`src/rtl/clk_div_gen_if.sv`:
```
// Configuration and clock-output bundle for clk_div_gen.
// master drives configuration/power-down; slave (the generator) returns ack, lock and clocks.
interface clk_div_gen_if #(
  parameter int NUM_OUT = 4,
  parameter int DIV_W   = 8
);
  logic                       PWRDWN;
  logic                       CFG_LOAD;
  logic [NUM_OUT*DIV_W-1:0]   CFG_DIV;
  logic [NUM_OUT*DIV_W-1:0]   CFG_PHASE;
  logic                       CFG_ACK;
  logic                       LOCKED;
  logic [NUM_OUT-1:0]         CLKOUT;
  logic [NUM_OUT-1:0]         CE;

  modport master (
    output PWRDWN, CFG_LOAD, CFG_DIV, CFG_PHASE,
    input  CFG_ACK, LOCKED, CLKOUT, CE
  );

  modport slave (
    input  PWRDWN, CFG_LOAD, CFG_DIV, CFG_PHASE,
    output CFG_ACK, LOCKED, CLKOUT, CE
  );
endinterface

```
`src/rtl/clk_div_gen.sv`:
```
// MMCM stand-in: NUM_OUT programmable divided clocks/enables behind a modelled lock delay.
// All outputs registered (1-cycle input-to-output latency); no backpressure, CFG_LOAD always accepted.
module clk_div_gen #(
  parameter int NUM_OUT     = 4,
  parameter int DIV_W       = 8,
  parameter int LOCK_CYCLES = 64
) (
  input  logic            CLKIN1,
  input  logic            RST,
  clk_div_gen_if.slave    bus
);

  localparam int LCW = (LOCK_CYCLES > 1) ? $clog2(LOCK_CYCLES) : 1;

  typedef enum logic {
    ST_WAIT = 1'b0,
    ST_RUN  = 1'b1
  } state_t;

  state_t              state, state_nx;
  logic [LCW-1:0]      lock_cnt, lock_cnt_nx;

  logic [DIV_W-1:0]    div_q   [NUM_OUT];
  logic [DIV_W-1:0]    div_nx  [NUM_OUT];
  logic [DIV_W-1:0]    ph_q    [NUM_OUT];
  logic [DIV_W-1:0]    ph_nx   [NUM_OUT];
  logic [DIV_W-1:0]    cnt     [NUM_OUT];
  logic [DIV_W-1:0]    cnt_nx  [NUM_OUT];

  logic [DIV_W-1:0]    d_eff   [NUM_OUT];
  logic [DIV_W-1:0]    ph_eff  [NUM_OUT];
  logic [DIV_W:0]      half    [NUM_OUT];
  logic [DIV_W-1:0]    cnt_adv [NUM_OUT];

  logic [NUM_OUT-1:0]  clkout_q, clkout_nx;
  logic [NUM_OUT-1:0]  ce_q, ce_nx;
  logic                locked_q, locked_nx;
  logic                ack_q, ack_nx;

  function automatic logic clk_of(input logic [DIV_W-1:0] c, input logic [DIV_W:0] h);
    return ({1'b0, c} < h);
  endfunction

  function automatic logic ce_of(input logic [DIV_W-1:0] c);
    return (c == '0);
  endfunction

  // Ratio 0 means 1; an out-of-range phase falls back to 0. Half is ceil(D/2).
  always_comb begin
    for (int i = 0; i < NUM_OUT; i++) begin
      d_eff[i]   = (div_q[i] == '0) ? DIV_W'(1) : div_q[i];
      ph_eff[i]  = (ph_q[i] < d_eff[i]) ? ph_q[i] : '0;
      half[i]    = ({1'b0, d_eff[i]} + (DIV_W+1)'(1)) >> 1;
      cnt_adv[i] = (cnt[i] == d_eff[i] - DIV_W'(1)) ? '0 : cnt[i] + DIV_W'(1);
    end
  end

  always_comb begin
    state_nx    = state;
    lock_cnt_nx = lock_cnt;
    div_nx      = div_q;
    ph_nx       = ph_q;
    cnt_nx      = cnt;
    clkout_nx   = clkout_q;
    ce_nx       = ce_q;
    locked_nx   = locked_q;
    ack_nx      = 1'b0;

    if (bus.CFG_LOAD) begin
      ack_nx = 1'b1;
      for (int i = 0; i < NUM_OUT; i++) begin
        div_nx[i] = bus.CFG_DIV[i*DIV_W +: DIV_W];
        ph_nx[i]  = bus.CFG_PHASE[i*DIV_W +: DIV_W];
      end
    end

    if (bus.CFG_LOAD || bus.PWRDWN) begin
      state_nx    = ST_WAIT;
      lock_cnt_nx = '0;
      clkout_nx   = '0;
      ce_nx       = '0;
      locked_nx   = 1'b0;
    end else begin
      case (state)
        ST_WAIT: begin
          clkout_nx = '0;
          ce_nx     = '0;
          locked_nx = 1'b0;
          if (lock_cnt == LCW'(LOCK_CYCLES - 1)) begin
            // All channels restart together here, which keeps them phase-aligned.
            state_nx  = ST_RUN;
            locked_nx = 1'b1;
            for (int i = 0; i < NUM_OUT; i++) begin
              cnt_nx[i]    = ph_eff[i];
              clkout_nx[i] = clk_of(ph_eff[i], half[i]);
              ce_nx[i]     = ce_of(ph_eff[i]);
            end
          end else begin
            lock_cnt_nx = lock_cnt + LCW'(1);
          end
        end
        ST_RUN: begin
          locked_nx = 1'b1;
          for (int i = 0; i < NUM_OUT; i++) begin
            cnt_nx[i]    = cnt_adv[i];
            clkout_nx[i] = clk_of(cnt_adv[i], half[i]);
            ce_nx[i]     = ce_of(cnt_adv[i]);
          end
        end
        default: begin
          state_nx    = ST_WAIT;
          lock_cnt_nx = '0;
        end
      endcase
    end
  end

  always_ff @(posedge CLKIN1 or posedge RST) begin
    if (RST) begin
      state    <= ST_WAIT;
      lock_cnt <= '0;
      for (int i = 0; i < NUM_OUT; i++) begin
        div_q[i] <= DIV_W'(1);
        ph_q[i]  <= '0;
        cnt[i]   <= '0;
      end
      clkout_q <= '0;
      ce_q     <= '0;
      locked_q <= 1'b0;
      ack_q    <= 1'b0;
    end else begin
      state    <= state_nx;
      lock_cnt <= lock_cnt_nx;
      div_q    <= div_nx;
      ph_q     <= ph_nx;
      cnt      <= cnt_nx;
      clkout_q <= clkout_nx;
      ce_q     <= ce_nx;
      locked_q <= locked_nx;
      ack_q    <= ack_nx;
    end
  end

  assign bus.CFG_ACK = ack_q;
  assign bus.LOCKED  = locked_q;
  assign bus.CLKOUT  = clkout_q;
  assign bus.CE      = ce_q;

  a_quiet_when_unlocked: assert property (@(posedge CLKIN1) disable iff (RST)
    !locked_q |-> (clkout_q == '0 && ce_q == '0));

  a_ack_unlocks: assert property (@(posedge CLKIN1) disable iff (RST)
    ack_q |-> !locked_q);

endmodule

```
`src/flat_wrapper.sv`:
```
// flat-port wrapper written by rule: the top's interface ports become plain ports
module clk_div_gen_flat 
#(
  parameter int NUM_OUT     = 4,
  parameter int DIV_W       = 8,
  parameter int LOCK_CYCLES = 64
)
  (CLKIN1, RST, bus_PWRDWN, bus_CFG_LOAD, bus_CFG_DIV, bus_CFG_PHASE, bus_CFG_ACK, bus_LOCKED, bus_CLKOUT, bus_CE);
  clk_div_gen_if #(.NUM_OUT(NUM_OUT), .DIV_W(DIV_W)) bus_i ();
  input  logic CLKIN1;
  input  logic RST;
  input wire logic [$bits(bus_i.PWRDWN)-1:0] bus_PWRDWN;
  input wire logic [$bits(bus_i.CFG_LOAD)-1:0] bus_CFG_LOAD;
  input wire logic [$bits(bus_i.CFG_DIV)-1:0] bus_CFG_DIV;
  input wire logic [$bits(bus_i.CFG_PHASE)-1:0] bus_CFG_PHASE;
  output wire logic [$bits(bus_i.CFG_ACK)-1:0] bus_CFG_ACK;
  output wire logic [$bits(bus_i.LOCKED)-1:0] bus_LOCKED;
  output wire logic [$bits(bus_i.CLKOUT)-1:0] bus_CLKOUT;
  output wire logic [$bits(bus_i.CE)-1:0] bus_CE;
  assign bus_i.PWRDWN = bus_PWRDWN;
  assign bus_i.CFG_LOAD = bus_CFG_LOAD;
  assign bus_i.CFG_DIV = bus_CFG_DIV;
  assign bus_i.CFG_PHASE = bus_CFG_PHASE;
  assign bus_CFG_ACK = bus_i.CFG_ACK;
  assign bus_LOCKED = bus_i.LOCKED;
  assign bus_CLKOUT = bus_i.CLKOUT;
  assign bus_CE = bus_i.CE;
  clk_div_gen #(.NUM_OUT(NUM_OUT), .DIV_W(DIV_W), .LOCK_CYCLES(LOCK_CYCLES)) u_core (.CLKIN1(CLKIN1), .RST(RST), .bus(bus_i));
endmodule
```
`config.mk`:
```
export PLATFORM = sky130hd
export DESIGN_NAME = clk_div_gen_flat
export DESIGN_NICKNAME = d
export VERILOG_FILES = /design/src/rtl/clk_div_gen_if.sv /design/src/rtl/clk_div_gen.sv /design/src/flat_wrapper.sv
export SDC_FILE = /design/constraint.sdc
export NUM_CORES = 1
export LEC_CHECK = 0
export CAP_MARGIN = 0
export CORE_MARGIN = 5
export CORE_UTILIZATION = 50
export DETAILED_ROUTE_END_ITERATION = 8
export PLACE_DENSITY = 0.73
export SLEW_MARGIN = 20
export SYNTH_ARGS = -nofsm -noshare
export SYNTH_HDL_FRONTEND = slang
export SYNTH_SLANG_ARGS = --single-unit
```
`constraint.sdc`:
```
create_clock -name CLKIN1 -period 8.4 [get_ports CLKIN1]
set_input_delay 0.84 -clock CLKIN1 [delete_from_list [all_inputs] [get_ports CLKIN1]]
set_output_delay 0.84 -clock CLKIN1 [all_outputs]
set_load 0.1 [all_outputs]
```
# [Word-level counts from Yosys, hierarchy flattened]
# Index checks and enable logic that the tools add are counted.
[classes] addsub=13 order_cmp=12 n_eq_ne=8 mux=29 bitwise_logic=2 reduce_logical=15
[op_table] cell="zero test 8 bit" count=12
[op_table] cell="< comparator 8 bit" count=12
[op_table] cell="two-way mux 8 bit" count=12
[op_table] cell="one-hot mux 32 bit (2 select lines)" count=1
[op_table] cell="adder 8 x 1 -> 9 bit (second input constant)" count=4
[op_table] cell="adder 8 x 1 -> 8 bit (second input constant)" count=4
[op_table] cell="equality test 8 bit" count=4
[op_table] cell="two-way mux 32 bit" count=1
[op_table] cell="subtractor 8 x 1 -> 8 bit (second input constant)" count=4
[op_table] cell="two-way mux 6 bit" count=3
[op_table] cell="two-way mux 4 bit" count=4
[op_table] cell="one-hot mux 4 bit (2 select lines)" count=2
[op_table] cell="adder 6 x 1 -> 6 bit (second input constant)" count=1
[op_table] cell="equality test 6 bit (second input constant)" count=1
[op_table] cell="two-way mux 1 bit" count=5
[op_table] cell="!= test 2 x 1 -> 1 bit (second input constant)" count=2
[op_table] cell="AND reduction 2 bit" count=2
[op_table] cell="!= test 2 bit (second input constant)" count=1
[op_table] cell="NOT 1 bit" count=2
[op_table] cell="one-hot mux 1 bit (2 select lines)" count=1
[op_table] cell="logical OR 1 bit" count=1
[totals] ff_bits=113 input_bits=68 elab_cells=97

# [Depth between registers and ports, before layout]
# Gate-level depths: netlist (run 1).
[logic_depth] ltp_word=8 ltp_mapped=20 depth_no_buf=17

# [Worst setup path before layout (run 1)]
# No wires, ideal clock.
[synth_path] path_type="register to register" from="reg u_core.div_q[11] in the netlist's numbering" to="reg u_core.clkout_q[2], in the netlist u_core.bus.CLKOUT[2]" t_arrival_ns=3.812 path_slack_ns=4.519 stages_incl_launch_ff=21 synth_period_minus_slack_ns=3.881 cell_sequence="dfrtp_1 > clkbuf_1 > nor4_1 > a21oi_1 > ha_1 > clkbuf_1 > o21ba_2 > a221oi_1 > a41o_1 > nand4_1 > or3_1 > clkbuf_1 > nand2_1 > inv_1 > ha_1 > a21o_1 > a21oi_1 > o21ai_0 > o2111ai_1 > o21ai_0 > nand3_1"
[synth_via] elab_chain_cells=8
[synth_lines] item="start, declared" line_no="clk_div_gen.sv:23" source="logic [DIV_W-1:0] div_q [NUM_OUT];"
[synth_lines] item="start signal, assigned" line_no="clk_div_gen.sv:134" source="div_q <= div_nx;"
[synth_lines] item="zero test 8 bit" line_no="clk_div_gen.sv:51" source="d_eff[i] = (div_q[i] == '0) ? DIV_W'(1) : div_q[i];"
[synth_lines] item="two-way mux 8 bit (*)" line_no="clk_div_gen.sv:51"
[synth_lines] item="subtractor 8 x 1 -> 8 bit or < comparator 8 bit (tied branches)" line_no="clk_div_gen.sv:54, clk_div_gen.sv:52"
[synth_lines] item="equality test 8 bit or two-way mux 8 bit (tied branches)" line_no="clk_div_gen.sv:54, clk_div_gen.sv:52"
[synth_lines] item="two-way mux 8 bit or < comparator 8 bit (tied branches)" line_no="clk_div_gen.sv:54, clk_div_gen.sv:41"
[synth_lines] item="< comparator 8 bit or two-way mux 4 bit (tied branches)" line_no="clk_div_gen.sv:41, clk_div_gen.sv:89"
[synth_lines] item="one-hot mux 4 bit (2 select lines) (*)" line_no="clk_div_gen.sv:84" source="case (state)"
[synth_lines] item="two-way mux 4 bit (*)" line_no="clk_div_gen.sv:77" source="if (bus.CFG_LOAD || bus.PWRDWN) begin"
[synth_lines] item="named net u_core.clkout_nx[2]" line_no="clk_div_gen.sv:35" source="logic [NUM_OUT-1:0] clkout_q, clkout_nx;"
[synth_lines] item="end signal, assigned" line_no="clk_div_gen.sv:137" source="clkout_q <= clkout_nx;"
[synth_lines] item="end, declared" line_no="clk_div_gen.sv:35"
# The timed path passes the listed nets; every way through them passes the cells marked *.
# A chain may end at the register's enable or synchronous reset.

# [Worst setup path after layout (run 1)]
[layout_path] from="reg u_core.div_q[13] in the netlist's numbering" to="reg u_core.clkout_q[2], in the netlist u_core.bus.CLKOUT[2]"
# The elaborated chain is that of the path after synthesis.

==> reports/results.tsv, run 1 <==
metric	value	unit
Setup-failing EPs final	0	
cell taking the most area after synthesis	dfrtp_1	
peak supply drop	152	µV
multi-input logic area	5690	µm²
HP Class	reg2reg	
Max Slew Vio Count	0	
pre-CTS setup slack	4.12	ns
Vias	7626	
drt first-iter violations	461	
clk_skew	0.00813	ns
Overflow after GRT	0	
Critical Path Source	u_core.div_q[13]	
WP data arrival	4.49	ns
total power divided by cell area	153	nW/µm²
Mapped Avg Cell Area	8.85	µm²
Sink Count	112	
register area	2810	µm²
die area	20500	µm²
period utilisation layout	50.6	%
RSZ-0062 raised after global routing	no	
flops & latches, synth	112	
vias per cell	6.02	
FFs w/ async S/R, synth	100	%
cells on worst reg2reg path	16	
DRC Markers	0	
fraction of layout cells with a size suffix above 1	7.20	%
final WL	22.6	mm
Unique masters post-synth	70	
number of global-route vias before repair	7408	
gr usage total	22.5	%
# Post-CTS Setup Buffers	0	
Post-CTS Hold Buffers	0	
Antenna Diode Count	0	
Layout area overhead	12.9	%
total power	1530	µW
CP max FO	12	
Root Buffer Master	clkbuf_16	
outcome	finished clean	
# rows	48	
CP endpoint kind	register	
CTS resizes	0	
fin crit period	4.25	ns
first-pass GRT wire length	37.3	mm
fmax	235	MHz
Die W	143	µm
Final Hold Slack	0.541	ns
die extent in y	143	µm
Post-Place Cells	1251	
# port buffers	77	
startpoint types	register	
Clk Latency, worst-skew pair	0.36	ns
htree depth	3	
Worst Setup Path Type	reg2reg	
worst r2r dst	u_core.bus.CLKOUT[2]	
largest net degree at the start of global routing	96	
Post-layout nets	1198	
synth warn	0	
clk buf depth	2	
WL/cell	17.8	µm
clk slew on worst S/H paths	0.08	ns
top_reg_cell synth	dfrtp_1	
Post-Syn Area	8880	µm²
reg2reg start	u_core.div_q[13]	
Reg2Reg Setup Slack	4.15	ns
sequential fraction of the synthesis area	31.6	%
initial antenna violation count	0	
fin cells	1267	
post-synth top area share	30.4	%
Synth area leaders	dfrtp_1 30%, ha_1 13%, xnor2_1 5.4%	
fillers	1592	
# IOs	78	
setup TNS	0	ns
Least-Margin Pin Slew	0.998	ns
CP required	8.64	ns
Slew HR	33.3	%
CTS tree	yes	
Max-Cap Viols	0	
crit path to	u_core.bus.CLKOUT[2]	
detailed placement HPWL	16.7	mm
Post-synth EDFFs	0	
CTS buffer count	9	
Antenna Violating Nets Remaining	0	
Leak	0.00422	µW
routability cong.	0.900	
final worst-path setup slack	4.15	ns
final hold violation count	0	
drt pass-1 iters	4	
effective utilization at floorplan	51.2	%
CORE AREA	17400	µm²
Synthesized Nets	1165	
Synth Instances	1004	
-- critical path, stage by stage (launching register included) --
cell,delay [ns]
dfrtp_1,0.58
nor3_1,0.12
a21oi_1,0.38
ha_1,0.42
nand3_1,0.12
a221oi_1,0.29
a41o_1,0.14
nand4_1,0.14
or3_1,0.60
nand2_1,0.15
inv_1,0.05
ha_1,0.29
nand3_1,0.10
o21ai_0,0.28
o2111ai_1,0.16
o21ai_0,0.20
nand3_1,0.10
-- how the worst min path moves through the flow --
stage                  startpoint                 end  cells past startpoint
2_1_floorplan    u_core.div_q[24]    u_core.div_q[24]                      2
3_3_place_gp     u_core.div_q[24]    u_core.div_q[24]                      2
3_5_place_dp     u_core.div_q[24]    u_core.div_q[24]                      2
4_1_cts          u_core.div_q[24]    u_core.div_q[24]                      2
5_1_grt        u_core.lock_cnt[1]  u_core.lock_cnt[1]                      2
6_report         u_core.div_q[24]    u_core.div_q[24]                      2
-- per-stage QoR --
stage                     cell area, µm²  utilization (%)
after detailed placement            9720             56.0
after floorplan                     8880                -
after CTS                          10000             57.8
after global routing               10000             57.8
final                              10000             57.8
after global placement              9720             56.0
-- sequential cells by signal (all words and copies together) (netlist names) --
| register | flops |
|---|---|
| u_core.bus.CLKOUT | 4 |
| u_core.lock_cnt | 6 |
| u_core.cnt | 32 |
| u_core.bus.LOCKED | 1 |
| u_core.div_q | 32 |
| u_core.bus.CFG_ACK | 1 |
| u_core.ph_q | 32 |
| u_core.bus.CE | 4 |
-- synthesized netlist by cell type (3+ instances only) --
library cell  number
dfrtp_1          108
ha_1              93
nor2_1            77
nand2_1           71
o21ai_0           61
xnor2_1           55
clkbuf_1          50
a21oi_1           43
inv_1             42
and2_1            36
nand3_1           36
mux2_2            35
nor3_1            27
xor2_1            26
nand4_1           21
a221o_1           17
a31oi_1           15
nor4_1            15
nor2b_1           14
a21o_1            12
a211oi_1          10
o21a_1            10
a22oi_1            9
o22ai_1            7
nand3b_1           6
or2_2              6
a21boi_0           5
and3_1             5
nor3b_1            5
or3_1              5
a32oi_1            4
and4_1             4
buf_2              4
dfstp_2            4
nand2b_1           4
o2111ai_1          4
a2111oi_0          3
a211o_1            3
o211ai_1           3
o21ba_2            3
o221ai_1           3
o31ai_1            3
-- cells in the final DEF (no fill, tap or decap), types with 7 or more instances in the layout --
master,instances
mux2_2,35
dfrtp_1,108
nor2_1,77
inv_1,41
nor3_1,27
a221o_1,17
o21a_1,10
and2_1,36
a31oi_1,15
xor2_1,26
nor2b_1,14
o22ai_1,7
o21ai_0,60
nand2_1,71
nand3_1,36
clkbuf_16,9
a21o_1,12
a21oi_1,43
nand4_1,21
nor4_1,15
a211oi_1,9
clkdlybuf4s50_1,76
xnor2_1,55
ha_1,93
a22oi_1,9
-- metal layers --
layer | wire length [µm] | global-route usage, % | up-vias
met3 | 1350 | 4.22 | 40
met4 | 440 | 6.39 | 0
met1 | 10300 | 31.0 | 3627
met5 | 0 | 0 | -
met2 | 10500 | 36.2 | 237
li1 | - | - | 3722
-- where the power goes --
| part | switching [µW] | internal [µW] | total [µW] |
|---|---|---|---|
| clock | 215 | 234 | 449 |
| sequential | 71.1 | 576 | 647 |
| combinational | 228 | 207 | 435 |
-- area by class of cell --
class / count / area share (%)
multi-input cells: 793 / 56.7
flip-flops and latches: 112 / 28.0
repair buffers: 79 / 7.81
well taps: 225 / 2.81
clock buffers: 9 / 2.25
inverters: 42 / 1.60
clock inverters: 7 / 0.786
-- kinds of logic (layout without fill, tap and decap cells) --
logic type	count (synthesis)	in the layout	share of synthesized area (%)
AO/OA/AOI/OAI	239	239	18.5
buffers and inverters	99	137	4.41
flip-flops	112	112	31.6
XOR/XNOR	81	81	7.99
multiplexers	37	37	4.66
adder cells (fa/ha/maj)	93	93	13.1
AND/OR/NAND/NOR	343	343	19.7
No activity file was read; power rests on OpenSTA's default activity.
==> run 2: changes to the inputs <==
clock period = 4 ns   (was 8.4 ns; I/O delays follow)
==> run 2 against run 1 <==
  * Wire length up 1.2%
  * Setup slack lost 3.9 ns
  * Largest power group unchanged
  * Core utilization is 1.3 points higher
  * Cell area grew 2.3%
  * Critical path depth unchanged
  * Combinational power is 120% higher
  * Die area unchanged
  * Global-route usage is 0.25 points lower
  * Non-clock buffer count is 21 higher
  * Critical endpoint unchanged
  * Clock skew rose by 0.0022 ns
  * Fmax grew 13%
==> reports/results.tsv, run 2 (synthesis gave the netlist of run 1 again) <==
metric	value	unit
first-pass GRT wire length	36.8	mm
vias per cell	5.96	
gr usage total	22.2	%
DRC Markers	0	
detailed placement HPWL	16.9	mm
Top Metal Used	met4	
# rows	48	
CTS buffer count	9	
Critical Path Source	u_core.div_q[9]	
drt first-iter violations	674	
CP required	4.24	ns
largest net degree at the start of global routing	95	
final WL	22.9	mm
Max Slew Vio Count	0	
period utilisation layout	94.1	%
cells on worst reg2reg path	16	
clk buf depth	2	
peak supply drop	260	µV
WL/cell	17.7	µm
reg2reg start	u_core.div_q[9]	
Least-Margin Pin Slew	0.982	ns
Met1 Wirelength	10.7	mm
routed wl met2	10.5	mm
Final Hold Slack	0.386	ns
# port buffers	77	
HP Class	in2reg	
CORE AREA	17400	µm²
Overflow after GRT	0	
CP max FO	9	
Sink Count	112	
Vias	7680	
fmax	266	MHz
Max-Cap Viols	0	
Post-layout nets	1219	
most common cell after layout, fill and taps aside	dfrtp_1	
# IOs	78	
Leak	0.00435	µW
final worst-path setup slack	0.238	ns
Worst Setup Path Type	reg2reg	
total power divided by cell area	320	nW/µm²
max incr delay on CP	0.45	ns
Slew HR	34.3	%
CTS tree	yes	
outcome	finished clean	
Layout area overhead	15.5	%
wire length on met3	1.27	mm
fillers	1566	
Cell Chain, Critical Path	nor4_4 -> a21oi_2 -> ha_4 -> o21ba_2 -> a221oi_1 -> a41o_1 -> nand4_1 -> or3_4 -> nand2_1 -> inv_1 -> ha_1 -> nand3_1 -> o21ai_0 -> o2111ai_1 -> o21ai_0 -> nand3_1	
total power	3280	µW
htree depth	3	
Antenna Diode Count	0	
number of global-route vias before repair	7222	
largest registers	u_core.cnt (32), u_core.div_q (32), u_core.ph_q (32)	
die extent in y	143	µm
initial antenna violation count	0	
Post-CTS Hold Buffers	0	
Setup-failing EPs final	0	
WP data arrival	4.01	ns
fin crit period	3.76	ns
setup TNS	0	ns
Antenna Violating Nets Remaining	0	
min-delay src	bus_CFG_LOAD	
pre-CTS setup slack	0.0681	ns
startpoint types	register	
worst r2r dst	u_core.bus.CLKOUT[2]	
drt pass-1 iters	5	
final hold violation count	0	
die area	20500	µm²
Reg2Reg Setup Slack	0.24	ns
Min-Delay Path Depth	3	
routability cong.	0.924	
effective utilization at floorplan	51.2	%
clk_skew	0.0103	ns
CP endpoint kind	register	
most frequent cells in the layout	106 x dfrtp_1, 92 x ha_1, 77 x nor2_1	
Hold EP	u_core.lock_cnt[5]	
Die W	143	µm
Root Buffer Master	clkbuf_16	
clk slew on worst S/H paths	0.08	ns
fraction of layout cells with a size suffix above 1	9.69	%
Critical Path Slowest Stage Cell	dfrtp_2	
Clk Latency, worst-skew pair	0.37	ns
==> run 2: through the flow <==
stage                     instances  utilization, %  cell area (µm²)
after floorplan                1004               -             8880
after global placement         1269            56.8             9860
after detailed placement       1269            56.8             9860
after global routing           1288            59.1            10300
after CTS                      1285            58.7            10200
final                          1288            59.1            10300
==> run 2: how the worst max path moves through the flow <==
stage | to | slack (ns) | depth (start not counted)
final | u_core.bus.CLKOUT[2] | 0.24 | 16
after global placement | u_core.bus.CLKOUT[2] | 0.18 | 16
after detailed placement | u_core.bus.CLKOUT[2] | 0.07 | 16
after CTS | u_core.bus.CLKOUT[2] | 0.04 | 16
after global routing | u_core.bus.CLKOUT[2] | -0.04 | 17
after floorplan | u_core.bus.CLKOUT[2] | 0.12 | 20
==> run 2: critical path, delay by kind of cell, from the launching register on <==
family,cells,cell delay (ns)
adders and majority gates,2,0.51
AOI/OAI and AO/OA,7,1.42
DFF,1,0.45
buffers and inverters,1,0.04
and+or+nand+nor,6,1.22
==> run 2: cell type report <==
class / instances / area, µm² / share of cell area, %
tap: 225 / 282 / 2.74
timing repair buffer: 100 / 953 / 9.29
clock inverter: 5 / 63.8 / 0.622
multi-input combinational: 793 / 5740 / 55.9
sequential: 112 / 2810 / 27.4
clock buffer: 11 / 253 / 2.46
inverter: 42 / 160 / 1.56
==> run 2: per-layer routing <==
layer	vias up	track usage, %
met5	-	0
met4	0	5.05
met3	38	3.48
met2	257	36.3
met1	3604	31.3
li1	3781	-
==> run 2: report_power, final <==
part	internal (µW)	leakage (µW)	switching (µW)
logic	459	0.00280	485
clock network	525	0.000152	451
registers	1210	0.00139	149
total	2190	0.00435	1080
==> run 2: what timing repair did <==
item                       4_1_cts  5_1_grt
setup endpoints to repair        0        4
buffers inserted                 0        3
gates resized for setup          0       11
